[config.mk]
export PLATFORM = sky130hd
export DESIGN_NAME = mem_access
export DESIGN_NICKNAME = d
export VERILOG_FILES = /design/src/rtl/mem_access.sv
export SDC_FILE = /design/constraint.sdc
export NUM_CORES = 1
export LEC_CHECK = 0
export ABC_AREA = 1
export CELL_PAD_IN_SITES_DETAIL_PLACEMENT = 0
export CELL_PAD_IN_SITES_GLOBAL_PLACEMENT = 1
export CORE_MARGIN = 3
export CORE_UTILIZATION = 30
export CTS_CLUSTER_SIZE = 25
export DETAILED_ROUTE_END_ITERATION = 10
export PLACE_DENSITY = 0.76
export SYNTH_ARGS = -nofsm -noshare
export SYNTH_HDL_FRONTEND = slang
export SYNTH_SLANG_ARGS = --single-unit
[constraint.sdc]
create_clock -name clk -period 4.3 [get_ports clk]
set_clock_uncertainty 0.15 [all_clocks]
set_input_delay 0.86 -clock clk [delete_from_list [all_inputs] [get_ports clk]]
set_output_delay 0.86 -clock clk [all_outputs]
set_load 0.01 [all_outputs]
[src/rtl/mem_access.sv]
// mem_access: MEM stage of the pipeline. Issues at most one load/store per
// EX/MEM instruction to a handshaked memory, stalls the earlier stages until
// memAck arrives, and fills the MEM/WB register.
//
// Ports
//   clk, reset (async, active-low)
//   exmem*      : EX/MEM register contents (address/result, store data, R15,
//                 opcodes, writeback control, W/R/SB/F controls)
//   memReq/memWe/memAddr/memBe/memWdata : registered request to memory
//   memRdata/memAck : memory response
//   stall       : combinational hold for EX/MEM and earlier stages
//   alignErr    : registered pulse for a misaligned word access
//   memwb*      : MEM/WB register outputs
module mem_access (
    input  logic        clk,
    input  logic        reset,
    input  logic [15:0] exmemALUout,
    input  logic [15:0] exmemRD1,
    input  logic [15:0] exmemRD15,
    input  logic [3:0]  exmemOP1,
    input  logic [3:0]  exmemOP2,
    input  logic [2:0]  exmemregWrite,
    input  logic        exmemW,
    input  logic        exmemR,
    input  logic        exmemSB,
    input  logic        exmemF,
    output logic        memReq,
    output logic        memWe,
    output logic [15:0] memAddr,
    output logic [15:0] memWdata,
    output logic [1:0]  memBe,
    input  logic [15:0] memRdata,
    input  logic        memAck,
    output logic        stall,
    output logic        alignErr,
    output logic [15:0] memwbResult,
    output logic [15:0] memwbRD15,
    output logic [3:0]  memwbOP1,
    output logic [3:0]  memwbOP2,
    output logic [2:0]  memwbregWrite,
    output logic        memwbF,
    output logic        memwbValid
);

    localparam int unsigned DW = 16;
    localparam int unsigned BW = 8;

    typedef enum logic {IDLE = 1'b0, BUSY = 1'b1} state_t;

    state_t          state_q, state_d;
    logic            req_q, req_d, we_q, we_d;
    logic [DW-1:0]   addr_q, addr_d, wdata_q, wdata_d;
    logic [1:0]      be_q, be_d;
    logic            sb_q, sb_d, lsb_q, lsb_d;
    logic            align_q, align_d;
    logic [DW-1:0]   res_q, res_d, rd15_q, rd15_d;
    logic [3:0]      op1_q, op1_d, op2_q, op2_d;
    logic [2:0]      rw_q, rw_d;
    logic            f_q, f_d, valid_q, valid_d;

    logic            misaligned_c, access_c, stall_c;
    logic [BW-1:0]   rbyte_c;
    logic [DW-1:0]   load_data_c;

    // Only a memory op can be misaligned; byte accesses never are.
    assign misaligned_c = (exmemR | exmemW) & ~exmemSB & exmemALUout[0];
    assign access_c     = (exmemR | exmemW) & ~misaligned_c;

    // Load return: full word, or the addressed byte sign-extended.
    assign rbyte_c     = lsb_q ? memRdata[DW-1:BW] : memRdata[BW-1:0];
    assign load_data_c = sb_q ? {{(DW-BW){rbyte_c[BW-1]}}, rbyte_c} : memRdata;

    // Next-state, request and MEM/WB load logic.
    always_comb begin
        state_d = state_q;
        req_d   = req_q;
        we_d    = we_q;
        addr_d  = addr_q;
        wdata_d = wdata_q;
        be_d    = be_q;
        sb_d    = sb_q;
        lsb_d   = lsb_q;
        align_d = 1'b0;
        res_d   = res_q;
        rd15_d  = rd15_q;
        op1_d   = op1_q;
        op2_d   = op2_q;
        rw_d    = rw_q;
        f_d     = f_q;
        valid_d = valid_q;
        stall_c = 1'b0;

        case (state_q)
            IDLE: begin
                if (access_c) begin
                    stall_c = 1'b1;
                    state_d = BUSY;
                    req_d   = 1'b1;
                    we_d    = exmemW;
                    addr_d  = {exmemALUout[DW-1:1], 1'b0};
                    be_d    = exmemSB ? (exmemALUout[0] ? 2'b10 : 2'b01) : 2'b11;
                    wdata_d = exmemSB ? {exmemRD1[BW-1:0], exmemRD1[BW-1:0]} : exmemRD1;
                    sb_d    = exmemSB;
                    lsb_d   = exmemALUout[0];
                end else begin
                    align_d = misaligned_c;
                    res_d   = exmemALUout;
                    rd15_d  = exmemRD15;
                    op1_d   = exmemOP1;
                    op2_d   = exmemOP2;
                    rw_d    = misaligned_c ? 3'b000 : exmemregWrite;
                    f_d     = exmemF;
                    valid_d = 1'b1;
                end
            end
            BUSY: begin
                stall_c = ~memAck;
                if (memAck) begin
                    // Drop the request on ack so it can never be reissued.
                    state_d = IDLE;
                    req_d   = 1'b0;
                    we_d    = 1'b0;
                    addr_d  = '0;
                    wdata_d = '0;
                    be_d    = 2'b00;
                    res_d   = we_q ? exmemALUout : load_data_c;
                    rd15_d  = exmemRD15;
                    op1_d   = exmemOP1;
                    op2_d   = exmemOP2;
                    rw_d    = we_q ? 3'b000 : exmemregWrite;
                    f_d     = exmemF;
                    valid_d = 1'b1;
                end
            end
            default: state_d = IDLE;
        endcase

        // Stalled edges push a bubble into MEM/WB.
        if (stall_c) begin
            valid_d = 1'b0;
            rw_d    = 3'b000;
        end
    end

    // State and output registers.
    always_ff @(posedge clk or negedge reset) begin
        if (!reset) begin
            state_q <= IDLE;
            req_q   <= 1'b0;
            we_q    <= 1'b0;
            addr_q  <= '0;
            wdata_q <= '0;
            be_q    <= 2'b00;
            sb_q    <= 1'b0;
            lsb_q   <= 1'b0;
            align_q <= 1'b0;
            res_q   <= '0;
            rd15_q  <= '0;
            op1_q   <= '0;
            op2_q   <= '0;
            rw_q    <= '0;
            f_q     <= 1'b0;
            valid_q <= 1'b0;
        end else begin
            state_q <= state_d;
            req_q   <= req_d;
            we_q    <= we_d;
            addr_q  <= addr_d;
            wdata_q <= wdata_d;
            be_q    <= be_d;
            sb_q    <= sb_d;
            lsb_q   <= lsb_d;
            align_q <= align_d;
            res_q   <= res_d;
            rd15_q  <= rd15_d;
            op1_q   <= op1_d;
            op2_q   <= op2_d;
            rw_q    <= rw_d;
            f_q     <= f_d;
            valid_q <= valid_d;
        end
    end

    assign memReq        = req_q;
    assign memWe         = we_q;
    assign memAddr       = addr_q;
    assign memWdata      = wdata_q;
    assign memBe         = be_q;
    assign stall         = stall_c;
    assign alignErr      = align_q;
    assign memwbResult   = res_q;
    assign memwbRD15     = rd15_q;
    assign memwbOP1      = op1_q;
    assign memwbOP2      = op2_q;
    assign memwbregWrite = rw_q;
    assign memwbF        = f_q;
    assign memwbValid    = valid_q;

endmodule

==> results of run 1 <==
layout make-up:
| type | instances | share of cell area, % |
|---|---|---|
| sequential | 84 | 36.66 |
| clock inverter | 4 | 0.8728 |
| inverter | 29 | 2.029 |
| clock buffer | 11 | 4.233 |
| timing repair buffer | 165 | 28.67 |
| multi-input combinational | 313 | 23.87 |
| tap | 168 | 3.666 |
metrics by stage:
step | setup WS (ps) | cell area [um2] | hold WS [ps] | cells
after floorplan | 1760 | 3764 | 362.6 | 450
after global placement | 742.3 | 5441 | 311.6 | 759
after detailed placement | 727.7 | 5441 | 313.7 | 759
after CTS | 727.5 | 5734 | 331.4 | 774
after global routing | 655.9 | 5734 | 353.5 | 774
final | 737.5 | 5734 | 325.8 | 774
path summary, 6_finish.rpt:
kind | end | slack, ps | cells after the start
max | stall | 740 | 6
min reg2reg | memwbResult[3] | 330 | 2
max in group asynchronous | memwbResult[13] | 2740 | 1
min | memwbResult[3] | 330 | 2
max reg2reg | memBe[1] | 2390 | 6
min in group asynchronous | memwbOP1[3] | 570 | 1
registers in the layout, summed over array words and instances (netlist names), 2 cells and up:
register and count:
memBe 2, memwbOP2 4, memwbOP1 4, memWdata 16, memwbResult 16, memAddr 15
memwbregWrite 3, memwbRD15 16
power by group:
| group | internal (mW) | total, mW | switching, mW |
|---|---|---|---|
| clock network | 0.462 | 0.772 | 0.310 |
| registers | 1.01 | 1.14 | 0.135 |
| logic | 0.561 | 1.12 | 0.554 |
| total | 2.03 | 3.03 | 1.00 |
logic make-up (layout without fill, tap and decap cells):
family / Yosys count / in the layout / synth area share, %
DFF: 84 / 84 / 55.85
buffers and inverters: 53 / 209 / 7.779
AOI/OAI and AO/OA: 48 / 48 / 6.449
and+or+nand+nor: 257 / 257 / 27.96
muxes: 7 / 7 / 1.862
other: 1 / 1 / 0.09964
Yosys cell counts, types with 2 or more instances:
library cell  count
inv_1            24
o21ai_1           8
dfrtp_1          84
buf_4             5
o22ai_1           2
buf_6             8
nor2_1           14
nand3_1          42
buf_2             6
nand2_2           2
mux2i_1           7
clkbuf_1          4
a21oi_1          10
nand2_1         196
o21ai_0          28
inv_2             2
per-layer routing:
metal / up-vias / share of wire (%) / track usage, %
li1: 1713 / - / -
met1: 1696 / 44 / 21.04
met2: 89 / 50 / 27.56
met3: 14 / 4.5 / 3.316
met4: 0 / 1.7 / 5.568
met5: - / 0 / 0
cells in the final DEF (no fill, tap or decap), drive strengths merged, types with 3 or more instances in the layout:
cell           netlist  routed
buf                 20       3
clkbuf               4      11
inv                 28      28
dfrtp               84      84
nor2                15      15
a21oi               10      10
nand3               43      43
o21ai               36      36
nand2              199     199
mux2i                7       7
clkdlybuf4s50        0     162
worst register-to-register path, stage by stage, from the launching register on:
cell,delay (ps)
dfrtp_1,420
inv_2,90
nand3_2,130
buf_4,520
inv_2,280
o21ai_0,140
nand2_1,80
==> metrics.txt, run 1 <==
Worst EP required 3290 ps; number of buffers added for setup after CTS 0; final period utilization 82.85%; Synth Flop Type dfrtp_1; top achievable clock speed 280.7 MHz; leading post-synthesis cells by cell area dfrtp_1, nand2_1, nand3_1; share of cells above drive strength 1 4.290%; Inserted Clock Buffers 9; min-delay src memwbResult[3]; DR DRC count 0; crit path time final 3563 ps; Max Cap Viol 0; Die Y 118.0 um; Starting DRT DRC Count 225; Util after Layout 47.15%; Finish-stage setup viols 0; Vias 3,512; Final Hold Viols 0; clk_lat worst skew 330 ps; crit-path most repeated cell clkdlybuf4s50_1; Placer Congestion 0.8319; Rows 40; DP Wirelength 8245 um; Routed WL per cell 14.62 um; status complete, no violations; Setup crit start exmemSB; Avg Vias per Cell 4.537; CTS sink count 84; FILL cells 1,228; Post-synth EDFFs 0; register bit total from synthesis 84; Overflow after GRT 0; post-synthesis instance area 3764 um2; Worst-Margin Slew 1208 ps; Post-Syn Nets 532; Async SR Flop Fraction 100.0%; initial antenna violation count 0; crit-path cells clkdlybuf4s50_1 -> inv_4 -> nand2_2 -> nand3_2 -> nand2_8 -> clkdlybuf4s50_1; CP max stage delay 600 ps; Slew Viols, Final 0; WP buf/inv 3; CP startpoint kind input pin; Critical Path Fanout Max 44; Synth cell types 24; Routed Antenna Nets 0; CP Capture Type output port; All-Layer GR Usage 16.37%; vias in the first global route 3,520; CTS tree done; initial core utilization 30.95%; Die W 118.0 um; setup tns final 0 ps; I/O Buffers 163; num ports 165; critical path's slowest cell clkdlybuf4s50_1; R2R Path Start state_q; worst vdd ir 0.0002503 V; leakage 2.751 nW; Final nets 684; root buffer cell clkbuf_16; Core Footprint 12,160 um2; die area 13,930 um2; P&R area growth vs syn 52.36%; Resize count post-CTS 0; total number of yosys warnings 0; Sequential Area 2102 um2; largest delay contributor family on the critical path buffers and inverters; Slew Limit Headroom 19.28%; Synth top area share 55.85%; Yosys top cell by area dfrtp_1; kind of critical path in -> out; sequential fraction of the synthesis area 55.85%; TritonRoute pass-1 iters 4; PwrDens 528.5 nW/um2; Synth Instances 450; wirelength, routed 11,320 um; first-pass GRT wire length 18,310 um; antenna cells 0; hold bufs inserted after CTS 0; Max clock buf depth 2; Mean Syn Cell Area 8.364 um2; crit path DAT 2550 ps; multi-input logic area 1369 um2; Hold WC Path Type reg -> reg; total power 3.031 mW; RSZ-0062 raised after global routing false; clock-pin slew on the worst setup and hold paths 60 ps; H-tree depth 3; largest net degree at the start of global routing 85
Note: power is estimated with default switching activity, not from simulation.
==> inputs of run 2 (changes only) <==
- CORE_UTILIZATION: 30 -> 27
- PLACE_DENSITY: 0.76 -> 0.73
- clock period: 4.3 -> 3.25 ns (I/O delays scaled with it)
==> run 2 against run 1 <==
Effect of this change: via count is 1.9% lower; global-route usage decreased by 1.1 points; largest cell class unchanged; sequential power up 32%; power rose by 29%; setup slack got worse by 390 ps; sequential share of layout area barely moved; core utilization decreased by 4.5 points; clock power grew 19%; critical endpoint unchanged; design area hardly changed; first-iteration DRC count shrank 23%; critical path type unchanged.
==> metrics.txt, run 2 (synthesized netlist as in run 1, its figures left out) <==
status complete, no violations (unchanged); Comb power frac 38.0% (was 36.8%); R2R Path Start state_q (unchanged); clk_lat worst skew 330 ps (about the same); Inserted Clock Buffers 9 (unchanged); DP Wirelength 8728 um (was 8245 um); Rows 42 (was 40); root buffer cell clkbuf_16 (unchanged); FILL cells 1,374 (was 1,228); Final Hold Viols 0 (unchanged); leakage 2.763 nW (was 2.751 nW); sw power 1.331 mW (was 0.9995 mW); TritonRoute pass-1 iters 4 (unchanged); largest net degree at the start of global routing 65 (was 85); Max Cap Viol 0 (unchanged); num ports 165 (unchanged); Die Y 124.1 um (was 118.0 um); top achievable clock speed 344.1 MHz; Worst EP required 2450 ps (was 3290 ps); hold bufs inserted after CTS 0 (unchanged); Hold WC Path Type in -> async (was reg -> reg); final period utilization 89.42%; I/O Buffers 163 (unchanged); clock power share 23.4% (was 25.5%); initial core utilization 27.98% (was 30.95%); CP Capture Type output port (unchanged); worst r2r dst memBe[1] (unchanged); Final nets 688 (was 684); RSZ-0062 raised after global routing false (unchanged); CTS sink count 84 (unchanged); Starting DRT DRC Count 173 (was 225); sequential share of power 38.6% (was 37.7%); Die W 124.1 um (was 118.0 um); Avg Vias per Cell 4.383 (was 4.537); CP startpoint kind input pin (unchanged); clock-pin slew on the worst setup and hold paths 60 ps (about the same); Slew Limit Headroom 59.36% (was 19.28%); r2r setup slk 1300 ps (was 2390 ps); total power 3.920 mW (was 3.031 mW); Core Footprint 13,450 um2 (was 12,160 um2); Slew Viols, Final 0 (unchanged); Critical Path Fanout Max 4 (was 44); sw frac 33.95% (was 32.98%); R2R cell count 6 (unchanged); P&R area growth vs syn 52.49% (was 52.36%); wirelength, routed 11,880 um (was 11,320 um); worst vdd ir 0.0002294 V (was 0.0002503 V); H-tree depth 3 (unchanged); PwrDens 683.1 nW/um2 (was 528.5 nW/um2); most frequent cells in the layout nand2_1, clkdlybuf4s50_1, dfrtp_1, nand3_1, o21ai_0 (unchanged); CTS tree done (unchanged); die area 15,390 um2 (was 13,930 um2); Resize count post-CTS 0 (unchanged); setup tns final 0 ps (unchanged); first-pass GRT wire length 18,070 um (was 18,310 um); All-Layer GR Usage 15.23% (was 16.37%); Placer Congestion 0.8055 (was 0.8319); antenna cells 0 (unchanged); DR DRC count 0 (unchanged); Routed WL per cell 15.11 um (was 14.62 um); Vias 3,445 (was 3,512); initial antenna violation count 0 (unchanged); Max clock buf depth 2 (unchanged); crit path time final 2906 ps; Routed Antenna Nets 0 (unchanged); kind of critical path in -> out (unchanged); commonest non-fill, non-tap cell in the layout nand2_1 (unchanged); vias in the first global route 3,460 (was 3,520); Pint 2.589 mW (was 2.031 mW); Finish-stage setup viols 0 (unchanged); number of buffers added for setup after CTS 0 (unchanged); share of cells above drive strength 1 5.082% (was 4.290%); Overflow after GRT 0 (unchanged); Worst-Margin Slew 609.6 ps (was 1208 ps); crit path DAT 2110 ps (was 2550 ps)
==> run 2: cell types whose count changed in the layout (fill, tap and decap cells not counted) <==
cell,previous run,this run
buf_4,3,7
bufinv_16,1,0
clkbuf_1,1,0
clkbuf_8,1,0
clkinv_2,1,5
clkinvlp_4,2,1
==> run 2: final cells by class <==
class | count | area [um2] | share of cell area [%]
inverters | 29 | 116.4 | 2.027
multi-input cells | 313 | 1369 | 23.85
clock buffers | 9 | 225.2 | 3.924
clock inverters | 6 | 32.53 | 0.5668
repair buffers | 169 | 1674 | 29.17
well taps | 176 | 220.2 | 3.837
flip-flops and latches | 84 | 2102 | 36.63
==> run 2: worst max-delay path by stage <==
stage,startpoint,to,slack [ps],cells past startpoint
finish,exmemSB,stall,340,6
CTS,exmemSB,stall,320,6
global placement,exmemSB,stall,320,6
global route,exmemSB,stall,280,6
floorplan,exmemSB,stall,1130,7
detailed placement,exmemSB,stall,320,6
==> run 2: power groups by stage <==
stage                     combinational (mW)  sequential (mW)  clock, mW
after detailed placement                1.52             1.53          0
after floorplan                        0.561             1.63          0
after global placement                  1.50             1.52          0
after global routing                    1.64             1.56      0.978
final                                   1.49             1.51      0.917
after CTS                               1.52             1.52      0.943
==> run 2: worst max-delay path, stage by stage <==
cell	delay (ps)
clkdlybuf4s50_1	540
inv_4	60
nand2_2	70
nand3_2	140
nand2_8	90
clkdlybuf4s50_1	550
==> run 2: stage by stage <==
step | setup WS, ps | util, % | instance area, um2 | std cells | hold slack, ps
2_1_floorplan | 1130 | - | 3764 | 450 | 204.4
3_3_place_gp | 322.1 | 40.75 | 5482 | 771 | 312.1
3_5_place_dp | 323.3 | 40.75 | 5482 | 771 | 313.8
4_1_cts | 324.2 | 42.66 | 5739 | 786 | 204.1
5_1_grt | 280.3 | 42.66 | 5739 | 786 | 224.2
6_report | 343.9 | 42.66 | 5739 | 786 | 175.7
==> run 2: metal layers <==
| layer | up-vias | global-route usage [%] | wire length [um] |
|---|---|---|---|
| met1 | 1613 | 20.64 | 5321 |
| met3 | 12 | 2.452 | 629 |
| met2 | 97 | 24.49 | 5755 |
| met4 | 0 | 5.818 | 169 |
| met5 | - | 0 | 0 |
| li1 | 1723 | - | - |
==> inputs of run 3 (changes only) <==
- CAP_MARGIN: unset -> 20
- clock period: 3.25 -> 2.6 ns (I/O delays scaled with it)
==> run 3 against run 2 <==
Effect of this change: via count increased by 3.0%; non-clock buffer count increased by 6; critical path depth unchanged; combinational power increased by 26%; global-route usage increased by 0.36 points; critical endpoint unchanged; largest cell class unchanged; largest power group unchanged.
==> metrics.txt, run 3 (synthesized netlist as in run 1, its figures left out) <==
status complete, no violations (unchanged); PwrDens 887.1 nW/um2 (was 683.1 nW/um2); Rows 42 (unchanged); worst r2r dst memBe[1] (unchanged); initial core utilization 27.98% (unchanged); Slew Viols, Final 0 (unchanged); Placer Congestion 0.8002 (was 0.8055); largest delay contributor family on the critical path buffers and inverters (unchanged); Worst-Margin Slew 608.8 ps (was 609.6 ps); leakage 2.823 nW (was 2.763 nW); num ports 165 (unchanged); kind of critical path in -> out (unchanged); DR DRC count 0 (unchanged); P&R area growth vs syn 56.08% (was 52.49%); clock-pin slew on the worst setup and hold paths 60 ps (about the same); Worst EP required 1930 ps (was 2450 ps); Avg Vias per Cell 4.473 (was 4.383); Die Y 124.1 um (unchanged); CP startpoint kind input pin (unchanged); hold path depth 2; CP Capture Type output port (unchanged); critical path's slowest cell clkdlybuf4s50_1 (unchanged); initial antenna violation count 0 (unchanged); r2r setup slk 650 ps (was 1300 ps); WP buf/inv 3 (unchanged); wirelength, routed 11,810 um (was 11,880 um); Max Cap Viol 0 (unchanged); antenna cells 0 (unchanged); vias in the first global route 3,534 (was 3,460); Hold WC Path Type reg -> reg (was in -> async); All-Layer GR Usage 15.59% (was 15.23%); root buffer cell clkbuf_16 (unchanged); share of cells above drive strength 1 5.511% (was 5.082%); min-delay src memwbOP2[0]; Final nets 694 (was 688); clk_lat worst skew 330 ps (about the same); first-pass GRT wire length 18,570 um (was 18,070 um); Core Footprint 13,450 um2 (unchanged); crit-path cells clkdlybuf4s50_1 -> inv_4 -> nand2_2 -> nand3_2 -> nand2_8 -> dlygate4sd2_1 (was clkdlybuf4s50_1 -> inv_4 -> nand2_2 -> nand3_2 -> nand2_8 -> clkdlybuf4s50_1); CP max stage delay 520 ps (was 550 ps); hold path endpoint memwbOP2[0]; RSZ-0062 raised after global routing false (unchanged); Inserted Clock Buffers 9 (unchanged); worst hold margin 327.2 ps (was 175.7 ps); Max clock buf depth 2 (unchanged); Slew Limit Headroom 59.31% (was 59.36%); H-tree depth 3 (unchanged); TritonRoute pass-1 iters 4 (unchanged); number of buffers added for setup after CTS 0 (unchanged); R2R cell count 6 (unchanged); most frequent cells in the layout nand2_1, clkdlybuf4s50_1, dfrtp_1, nand3_1, o21ai_0 (unchanged); R2R Path Start state_q (unchanged); CTS tree done (unchanged); DP Wirelength 8680 um (was 8728 um); commonest non-fill, non-tap cell in the layout nand2_1 (unchanged); crit path time final 2371 ps; Final WS setup 229.4 ps (was 343.9 ps); crit path DAT 1700 ps (was 2110 ps); post-place setup slack -63.82 ps (was 323.3 ps); largest net degree at the start of global routing 65 (unchanged); I/O Buffers 163 (unchanged); Final Hold Viols 0 (unchanged); Routed WL per cell 14.89 um (was 15.11 um); Die W 124.1 um (unchanged); Vias 3,547 (was 3,445); Finish-stage setup viols 0 (unchanged); CTS sink count 84 (unchanged); Routed Antenna Nets 0 (unchanged); worst vdd ir 0.0004425 V (was 0.0002294 V); final period utilization 91.18%; Starting DRT DRC Count 198 (was 173); Overflow after GRT 0 (unchanged); die area 15,390 um2 (unchanged); top achievable clock speed 421.8 MHz; Critical Path Fanout Max 2 (was 4)
## run 3: how the worst max path moves through the flow
stage                     endpoint  cells after the start  slack, ps    start
after detailed placement     stall                      6        -60  exmemSB
after CTS                    stall                      6        200  exmemSB
after global routing         stall                      6        180  exmemSB
after global placement       stall                      6        -70  exmemSB
after floorplan              stall                      7        740  exmemSB
final                        stall                      6        230  exmemSB
## run 3: what timing repair did
action | 4_1_cts | 5_1_grt
endpoints found under the hold margin | 25 | 0
hold buffers | 1 | 0
gates resized for setup | 1 | 0
setup endpoints to repair | 1 | 0
## run 3: layout make-up
type | instances | area [um2]
Sequential cell | 84 | 2102
Timing Repair Buffer | 175 | 1733
Tap cell | 176 | 220.2
Multi-Input combinational cell | 313 | 1369
Inverter | 29 | 116.4
Clock buffer | 12 | 236.5
Fill cell | 1356 | 7579
Clock inverter | 4 | 97.59
## run 3: tightest hold or removal path, delay by kind of cell (launching register included)
family	cells	cell delay [ps]
AND/OR/NAND/NOR	2	110
flip-flops	1	340
## run 3: power by group
| part | total, mW | switching [mW] | leakage [nW] | internal (mW) |
|---|---|---|---|---|
| Clock | 1.45 | 0.509 | 0.157 | 0.940 |
| Sequential | 1.89 | 0.225 | 1.04 | 1.67 |
| Combinational | 1.87 | 0.926 | 1.63 | 0.944 |
| Total | 5.21 | 1.66 | 2.82 | 3.55 |
## run 3: routing by layer
metal | vias up | global-route usage [%] | share of wire, %
met2 | 99 | 25.14 | 48
met4 | 0 | 6.092 | 1.6
met3 | 12 | 2.906 | 5.4
met5 | - | 0 | 0
li1 | 1738 | - | -
met1 | 1698 | 20.79 | 45
## run 3: per-stage QoR
| step | power [mW] | util [%] | instance area (um2) | TNS [ps] | cells |
|---|---|---|---|---|---|
| after floorplan | 2.745 | - | 3764 | 0 | 450 |
| after global placement | 3.785 | 41.12 | 5532 | -66.78 | 776 |
| after detailed placement | 3.814 | 41.12 | 5532 | -65.63 | 776 |
| after CTS | 5.291 | 43.67 | 5874 | 0 | 793 |
| after global routing | 5.554 | 43.67 | 5874 | 0 | 793 |
| final | 5.211 | 43.67 | 5874 | 0 | 793 |
